## src/rtl/fetch_pkg.sv

```systemverilog
// Shared widths, reset PC default, FSM encoding and buffer payload for the fetch stage.
package fetch_pkg;

    localparam int unsigned ADDR_SIZE  = 32;
    localparam int unsigned INSTR_SIZE = 32;

    localparam logic [ADDR_SIZE-1:0] FETCH_RESET_PC = 32'h0000_0000;

    typedef enum logic [1:0] {
        FETCH_S_ISSUE = 2'd0,
        FETCH_S_WAIT  = 2'd1,
        FETCH_S_DRAIN = 2'd2
    } fetch_state_e;

    typedef struct packed {
        logic [ADDR_SIZE-1:0]  pc;
        logic [INSTR_SIZE-1:0] instr;
    } fetch_entry_t;

    localparam int unsigned ENTRY_SIZE = $bits(fetch_entry_t);

    function automatic logic [ADDR_SIZE-1:0] word_align(input logic [ADDR_SIZE-1:0] addr);
        return {addr[ADDR_SIZE-1:2], 2'b00};
    endfunction

endpackage

```

## src/rtl/fetch_buf.sv

```systemverilog
// Small synchronous FIFO of {pc, instr} entries between imem responses and the decode register.
module fetch_buf
    import fetch_pkg::*;
#(
    parameter  int unsigned DEPTH = 2,
    localparam int unsigned PTR_W = $clog2(DEPTH),
    localparam int unsigned CNT_W = $clog2(DEPTH + 1)
) (
    input  logic             clk,
    input  logic             reset,
    input  logic             push,
    input  logic             pop,
    input  logic             clear,
    input  fetch_entry_t     wdata,
    output fetch_entry_t     head_c,
    output logic             full,
    output logic             empty,
    output logic [CNT_W-1:0] count
);

    fetch_entry_t     mem_q [DEPTH];
    logic [PTR_W-1:0] rd_ptr_q;
    logic [PTR_W-1:0] wr_ptr_q;
    logic             do_push;
    logic             do_pop;

    assign full    = (count == CNT_W'(DEPTH));
    assign empty   = (count == '0);
    assign do_pop  = pop && !empty;
    assign do_push = push && (!full || do_pop);
    assign head_c  = mem_q[rd_ptr_q];

    // Pointers wrap naturally because DEPTH is a power of two; clear beats push/pop.
    always_ff @(posedge clk) begin
        if (reset || clear) begin
            rd_ptr_q <= '0;
            wr_ptr_q <= '0;
            count    <= '0;
        end else begin
            if (do_push) begin
                wr_ptr_q <= wr_ptr_q + PTR_W'(1);
            end
            if (do_pop) begin
                rd_ptr_q <= rd_ptr_q + PTR_W'(1);
            end
            unique case ({do_push, do_pop})
                2'b10:   count <= count + CNT_W'(1);
                2'b01:   count <= count - CNT_W'(1);
                default: count <= count;
            endcase
        end
    end

    always_ff @(posedge clk) begin
        if (!reset && !clear && do_push) begin
            mem_q[wr_ptr_q] <= wdata;
        end
    end

endmodule

```

## src/rtl/fetch.sv

```systemverilog
// Instruction-fetch stage: PC sequencing, single-outstanding imem requests,
// response buffering and the stall/flush-aware register feeding decode.
module fetch
    import fetch_pkg::*;
#(
    parameter logic [ADDR_SIZE-1:0] RESET_PC  = FETCH_RESET_PC,
    parameter int unsigned          BUF_DEPTH = 2
) (
    input  logic                  clk,
    input  logic                  reset,
    output logic                  imem_req,
    output logic [ADDR_SIZE-1:0]  imem_addr,
    input  logic                  imem_gnt,
    input  logic                  imem_rvalid,
    input  logic [INSTR_SIZE-1:0] imem_rdata,
    input  logic                  stall,
    input  logic                  flush,
    input  logic [ADDR_SIZE-1:0]  redirect_pc,
    output logic [ADDR_SIZE-1:0]  PC_out,
    output logic [INSTR_SIZE-1:0] instr_out,
    output logic                  pipeline_out_valid
);

    localparam int unsigned CNT_W = $clog2(BUF_DEPTH + 1);

    fetch_state_e         state_q;
    fetch_state_e         state_d;
    logic [ADDR_SIZE-1:0] pc_q;
    logic [ADDR_SIZE-1:0] pc_d;
    logic [ADDR_SIZE-1:0] req_pc_q;
    logic [ADDR_SIZE-1:0] req_pc_d;
    logic                 handshake;
    logic                 buf_push;
    logic                 buf_pop;
    logic                 buf_full;
    logic                 buf_empty;
    logic [CNT_W-1:0]     fifo_count;
    fetch_entry_t         buf_wdata;
    fetch_entry_t         buf_head;

    assign imem_addr = pc_q;
    assign buf_wdata = '{pc: req_pc_q, instr: imem_rdata};
    assign buf_pop   = !flush && !stall && !buf_empty;

    always_ff @(posedge clk) begin
        if (reset) begin
            state_q  <= FETCH_S_ISSUE;
            pc_q     <= RESET_PC;
            req_pc_q <= '0;
        end else begin
            state_q  <= state_d;
            pc_q     <= pc_d;
            req_pc_q <= req_pc_d;
        end
    end

    // Issue guard uses the registered count, so a same-cycle pop never opens a slot early.
    always_comb begin
        state_d   = state_q;
        pc_d      = pc_q;
        req_pc_d  = req_pc_q;
        imem_req  = 1'b0;
        handshake = 1'b0;
        buf_push  = 1'b0;

        unique case (state_q)
            FETCH_S_ISSUE: begin
                imem_req = !reset && (fifo_count < CNT_W'(BUF_DEPTH));
                if (imem_req && imem_gnt) begin
                    handshake = 1'b1;
                    pc_d      = pc_q + ADDR_SIZE'(4);
                    req_pc_d  = pc_q;
                    state_d   = FETCH_S_WAIT;
                end
            end
            FETCH_S_WAIT: begin
                if (imem_rvalid) begin
                    buf_push = 1'b1;
                    state_d  = FETCH_S_ISSUE;
                end
            end
            FETCH_S_DRAIN: begin
                if (imem_rvalid) begin
                    state_d = FETCH_S_ISSUE;
                end
            end
            default: state_d = FETCH_S_ISSUE;
        endcase

        // A response still owed by memory must be drained before issuing again.
        if (flush) begin
            pc_d     = word_align(redirect_pc);
            buf_push = 1'b0;
            if (handshake ||
                ((state_q == FETCH_S_WAIT || state_q == FETCH_S_DRAIN) && !imem_rvalid)) begin
                state_d = FETCH_S_DRAIN;
            end else begin
                state_d = FETCH_S_ISSUE;
            end
        end
    end

    fetch_buf #(
        .DEPTH (BUF_DEPTH)
    ) u_buf (
        .clk    (clk),
        .reset  (reset),
        .push   (buf_push),
        .pop    (buf_pop),
        .clear  (flush),
        .wdata  (buf_wdata),
        .head_c (buf_head),
        .full   (buf_full),
        .empty  (buf_empty),
        .count  (fifo_count)
    );

    always_ff @(posedge clk) begin
        if (!reset) begin
            assert (!(buf_push && buf_full && !buf_pop));
        end
    end

    always_ff @(posedge clk) begin
        if (reset) begin
            PC_out             <= '0;
            instr_out          <= '0;
            pipeline_out_valid <= 1'b0;
        end else if (flush) begin
            pipeline_out_valid <= 1'b0;
        end else if (!stall) begin
            pipeline_out_valid <= !buf_empty;
            if (!buf_empty) begin
                PC_out    <= buf_head.pc;
                instr_out <= buf_head.instr;
            end
        end
    end

endmodule

```

## config.mk

```make
export PLATFORM = sky130hd
export DESIGN_NAME = fetch
export DESIGN_NICKNAME = d
export VERILOG_FILES = /design/src/rtl/fetch_pkg.sv /design/src/rtl/fetch_buf.sv /design/src/rtl/fetch.sv
export SDC_FILE = /design/constraint.sdc
export NUM_CORES = 1
export LEC_CHECK = 0
export CORE_UTILIZATION = 53
export DETAILED_ROUTE_END_ITERATION = 16
export MAX_ROUTING_LAYER = met4
export PLACE_DENSITY = 0.8
export RECOVER_POWER = 50
export SLEW_MARGIN = 5
export SYNTH_ARGS = -nofsm -noshare
export SYNTH_HDL_FRONTEND = slang
export SYNTH_SLANG_ARGS = --single-unit
```

## constraint.sdc

```tcl
create_clock -name clk -period 9.05 [get_ports clk]
set_input_delay 2.715 -clock clk [delete_from_list [all_inputs] [get_ports clk]]
set_output_delay 2.715 -clock clk [all_outputs]
set_load 0.02 [all_outputs]
```

Word level (Yosys, flattened, before mapping)
Memories as Yosys holds them, arrays and structs flattened. A register that Yosys moved wholly into a read port is not among the register bits.
Index checks and enable logic that the tools add are counted.
{ "op_classes": {"mux": 17, "reduce_logical": 30, "eq_ne": 7, "order_cmp": 1, "addsub": 5, "bitwise": 3} }
{ "op_table": {"columns": ["operator", "n"], "rows": [
  ["$mux 32", 3],
  ["$add 32x3->32 const B", 1],
  ["$logic_and 1x1->1", 9],
  ["$mux 1", 8],
  ["$mux 2", 4],
  ["$pmux 2 s2", 2],
  ["$eq 2x2->1 const B", 3],
  ["$logic_not 1->1", 6],
  ["$reduce_and 2->1", 3],
  ["$reduce_bool 2->1", 3],
  ["$eq 2x1->1 const B", 2],
  ["$logic_not 2->1", 2],
  ["$logic_or 1x1->1", 4],
  ["$reduce_or 2->1", 2],
  ["$ne 3x1->1 const B", 1],
  ["$ne 3x3->1 const B", 1],
  ["$not 1->1", 3],
  ["$reduce_and 3->1", 1],
  ["$add 1x1->1 const B", 2],
  ["$add 2x1->2 const B", 1],
  ["$lt 2x2->1 const B", 1],
  ["$sub 2x1->2 const B", 1]
]} }
{ "word_totals": {"inputBits": 70, "elab_cells": 72, "output_inout_bits": 98, "register_bits": 71, "memories": 1, "mem_bits_rw": 128} }
{ "memory_table": {"columns": ["memory", "words", "word_bits", "read_ports", "rd_clocked_by_memory_dff", "wr", "line_no", "rtl"], "rows": [
  ["u_buf.mem_q", 2, 64, 1, 1, 1, "fetch_buf.sv:21", "fetch_entry_t mem_q [DEPTH];"]
]} }

Depth between registers and ports, before layout
{ "logic_depth": {"ltp_word": 9, "depth_mapped": 8, "depth_no_buf": 7} }

Modules after synthesis
A second synthesis with hierarchy kept.
{ "hier_totals": {"hier_cells": 882, "area_unflattened_um2": 10007.1} }
{ "by_module_without_submodules": {"columns": ["module", "seq_area_each_um2", "area_each_um2", "n_inst", "cells_each"], "rows": [
  ["fetch", 2542.4, 5104.9, 1, 654],
  ["fetch_buf", 3943.8, 4902.2, 1, 228]
]} }

Worst setup path after synthesis
No wires, ideal clock.
{ "synth_path": {"kind": "in2reg", "start": "in flush", "end": "mem u_buf.mem_q[0][0] (netlist bit) (enable)", "setup_slack_ns": 0.817, "arrival_time_ns": 7.675, "stages": 5, "n_path_buf": 2, "setup_time_ns": 0.558, "required_time_ns": 8.492, "path_cell_list": "buf_6 inv_1 clkbuf_1 nand4_1 nor3_1"} }
{ "synth_via": {"elab_chain_cells": 9, "elab_cells_between_ends": 11, "cone_classes": "3 x mux; 8 x reduce/logical"} }
{ "synth_rtl": {"columns": ["element", "line_no", "rtl"], "rows": [
  ["from (decl)", "fetch.sv:17", "input logic flush,"],
  ["$logic_not 1->1", "fetch_buf.sv:55, fetch.sv:43", null],
  ["$logic_and 1x1->1 (2 in a row)", "fetch.sv:43", "assign buf_pop = !flush && !stall && !buf_empty;"],
  ["$logic_and 1x1->1", "fetch_buf.sv:29", "assign do_pop = pop && !empty;"],
  ["$logic_or 1x1->1", "fetch_buf.sv:30", "assign do_push = push && (!full || do_pop);"],
  ["$logic_and 1x1->1", "fetch_buf.sv:30", null],
  ["$logic_and 1x1->1 (*)", "fetch_buf.sv:55", "if (!reset && !clear && do_push) begin"],
  ["$mux 1 (*)", "fetch_buf.sv:55", null],
  ["$mux 1 (implied by the code) (*)", "fetch_buf.sv:56", "mem_q[wr_ptr_q] <= wdata;"],
  ["to (decl)", "fetch_buf.sv:21", null]
]} }
Every way passes the cells marked *; elsewhere a longest branch is shown, timed or not.

Worst setup path after layout
{ "layout_path": {"start": "in reset", "end": "out imem_req"} }
{ "layout_via": {"elab_chain_cells": 3} }
{ "layout_rtl": {"columns": ["element", "line_no", "rtl"], "rows": [
  ["from (decl)", "fetch.sv:10", "input logic reset,"],
  ["$logic_not 1->1", "fetch.sv:68", "imem_req = !reset && (fifo_count < CNT_W'(BUF_DEPTH));"],
  ["$logic_and 1x1->1", "fetch.sv:68", null],
  ["$mux 1", "fetch.sv:66", "unique case (state_q)"],
  ["to (decl)", "fetch.sv:11", "output logic imem_req,"]
]} }
Every way passes these cells.

==> metrics.md <==
| Metric | Value |
|---|---|
| CP Capture Type | `output port` |
| Final Util | `0.6765` |
| Setup Viol. Count Final | `0` |
| DR vias | `6654` |
| Clk_skew | `0.01135 ns` |
| # resized after CTS | `0` |
| Layout cells sized above 1 | `0.05579` |
| Final HPWL DP | `roughly 12000 µm` |
| Fin. Hold Viols | `0` |
| Initial core utilization | `0.5393` |
| IO Port Bufs | `161` |
| Post-cts hold buffer count | `0` |
| Post-synth EDFFs | `124` |
| Die Footprint | `around 19000 µm²` |
| Total CTS buffers | `25` |
| Avg WL per Cell | `about 17 µm` |
| Clock buffer depth | `3` |
| Fin crit share | `0.7178` |
| Pre-Repair DR Iteration Count | `5` |
| Storage element area | `between 6000 and 7000 µm²` |
| # DRC | `0` |
| Failing checks | `capacitance limit, slew limit` |
| H-tree Lvls | `1` |
| Post-route antenna net violation count | `0` |
| Final wirelength | `19790 µm` |
| Synth async-reset ratio | `0` |
| Post-Syn Instances | `between 800 and 900` |
| DRT iter0 DRCs | `around 450` |
| Startpoint Class | `input pin` |
| Area contributors post-synth | `edfxtp_1 38%, dfxtp_1 27%, mux2i_1 6.5%, a211oi_1 5.7%, nor2_1 3.5%` |
| IO Pins | `approximately 170` |
| Lkg Pwr | `4.067 nW` |
| First-pass GRT wire length | `~31000 µm` |
| Avg Inst Size Synth | `between 10 and 15 µm²` |
| Chip width | `about 140 µm` |
| Largest net degree at the start of global routing | `about 120` |
| Gr usage total | `0.2160` |
| Status | `finished, violations left` |
| Area leader, netlist | `edfxtp_1` |
| Pwr per Cell Area | `between 150 and 200 nW/µm²` |
| CP arrival | `around 3.8 ns` |
| Initial antenna violation count | `1` |
| Fin nets | `between 1000 and 1500` |
| Gp weighted congestion | `a little over 0.8` |
| Fill count | `between 1000 and 1500` |
| Worst path cell trace | `buf_4 > nor3b_1 > clkdlybuf4s50_1` |
| Slew Limit Headroom | `-0.3057` |
| Critical path type | `input pin to output port` |
| Post-CTS setup buffer count | `0` |
| Slew @ Worst Pin | `1.959 ns` |
| # rows | `between 40 and 50` |
| MaxCap Viol Count | `2` |
| Clk sinks | `~250` |
| Worst VDD drop | `roughly 170 µV` |
| Synth unique cells | `53` |
| Cell Area, Synth | `around 9700 µm²` |
| Final Max Slew Viols | `95` |
| Chip height | `between 100 and 150 µm` |
| Critical Path Fanout Max | `30` |
| GR Overflow Total | `0` |
| Yosys reg bits | `between 200 and 300` |
| Skew-Pair Late Insertion Delay | `0.52 ns` |
| Setup TNS | `0 ns` |
| Worst Hold Class | `flip-flop to flip-flop` |
| CORE AREA | `between 15000 and 20000 µm²` |
| Min Tclk post-route | `between 6 and 7 ns` |
| Crit-path slowest cell | `clkdlybuf4s50_1` |
| Share of the synthesized area in the top cell type | `0.3843` |
| Ys Warns | `0` |
| Vias per cell | `around 5.5` |
| CTS tree | `built` |
| Primary FF master, synth | `dfxtp_1` |
| Area grow syn2layout | `25.43%` |
| RSZ-0062 raised after global routing | `no` |
| Multi-input gate area | `3115 µm²` |
| Clock slew at reported path FFs | `approximately 0.06 ns` |
| Fmax | `153.9 MHz` |
| Root buffer selected by CTS | `clkbuf_16` |
| Vias in the first global route | `between 6000 and 7000` |
| CP peak stage delay | `0.63 ns` |
| Critical Path RT | `around 6.3 ns` |
| Register area share after synthesis | `0.6509` |
## Yosys cell counts (all sizes together), types with 10 or more instances
cell,number
dfxtp,129
buf,21
clkbuf,40
edfxtp,124
nand2,74
nand3,17
o21ai,10
a311oi,10
nand4,16
a21oi,35
a211oi,73
nor2,91
and3,11
mux2i,63
## where the power goes
part	total (mW)	switching (mW)	internal [mW]	leakage, nW
clock	0.934	0.404	0.530	0.361
sequential	1.24	0.0236	1.21	2.25
combinational	0.122	0.0638	0.0583	1.45
## worst max-delay path, delay by kind of cell
kind          cells  cell delay, ns
buf+inv           2            0.84
simple gates      1            0.22
## routing by layer
| layer | GRT usage | share of wire | vias to the layer above |
|---|---|---|---|
| li1 | - | - | 3292 |
| met1 | 0.2854 | 0.45 | 3111 |
| met2 | 0.3493 | 0.46 | 225 |
| met3 | 0.03422 | 0.070 | 26 |
| met4 | 0.05433 | 0.017 | 0 |
| met5 | - | 0 | - |
## final cells by class
| class | count | share of cell area |
|---|---|---|
| antenna | 2 | 0.0004119 |
| clock buffer | 38 | 0.05715 |
| clock inverter | 8 | 0.003707 |
| inverter | 8 | 0.002471 |
| multi-input combinational | 491 | 0.2564 |
| sequential | 253 | 0.5193 |
| tap | 229 | 0.02358 |
| timing repair buffer | 170 | 0.1370 |
## cell usage in the layout, fill, tap and decap left out, types with 7 or more instances in the layout
cell type,count
a211oi_1,73
a21oi_1,35
a311oi_1,10
and3_1,11
buf_4,7
clkbuf_1,14
clkbuf_16,25
clkdlybuf4s50_1,69
dfxtp_1,128
dlygate4sd3_1,91
edfxtp_1,124
inv_1,8
mux2i_1,63
nand2_1,74
nand3_1,15
nand4_1,16
nor2_1,90
o21ai_0,10
or3_1,7
or4_1,8
xor2_1,8
## through the flow
step	instances	worst slack (ns)	hold slack, ns	cell area (µm²)	total power [mW]
floorplan	813	0.8172	0.4254	9699	1.318
global placement	1151	2.548	0.4306	11420	1.383
detailed placement	1151	2.561	0.4361	11420	1.385
CTS	1197	2.546	0.4412	12160	2.314
global route	1198	2.521	0.4489	12150	2.367
finish	1199	2.554	0.4466	12150	2.292
## path summary, 6_finish.rpt
check,cells after the start,slack [ns],start,endpoint
worst min-delay path,0,0.45,req_pc_q[20]$_SDFFE_PP0P_,u_buf.mem_q[1][52]$_DFFE_PP_
worst min register to register,0,0.45,req_pc_q[20]$_SDFFE_PP0P_,u_buf.mem_q[1][52]$_DFFE_PP_
worst max register to register,7,5.34,state_q[0]$_SDFFE_PP0P_,imem_addr[19]$_SDFFE_PP0P_
worst max-delay path,3,2.55,reset,imem_req
## state kept, by name, indices dropped and copies added (netlist names)
| register | count |
|---|---|
| pipeline_out_valid | 1 |
| u_buf.wr_ptr_q | 1 |
| imem_addr | 30 |
| PC_out | 30 |
| instr_out | 32 |
| req_pc_q | 30 |
| u_buf.count | 2 |
| u_buf.rd_ptr_q | 1 |
| state_q | 2 |
| u_buf.mem_q | 124 |
## logic make-up (layout without fill, tap and decap cells)
group | count (synthesis) | after routing | share of synthesized area
buffers and inverters | 69 | 224 | 0.03100
adder cells (fa/ha/maj) | 4 | 4 | 0.005166
flip-flops | 253 | 253 | 0.6509
AO/OA/AOI/OAI | 150 | 150 | 0.1086
AND/OR/NAND/NOR | 256 | 256 | 0.1262
other | 1 | 6 | 0.0003871
multiplexers | 63 | 63 | 0.06509
XOR/XNOR | 14 | 14 | 0.01266
Note: power is estimated with default switching activity, not from simulation.
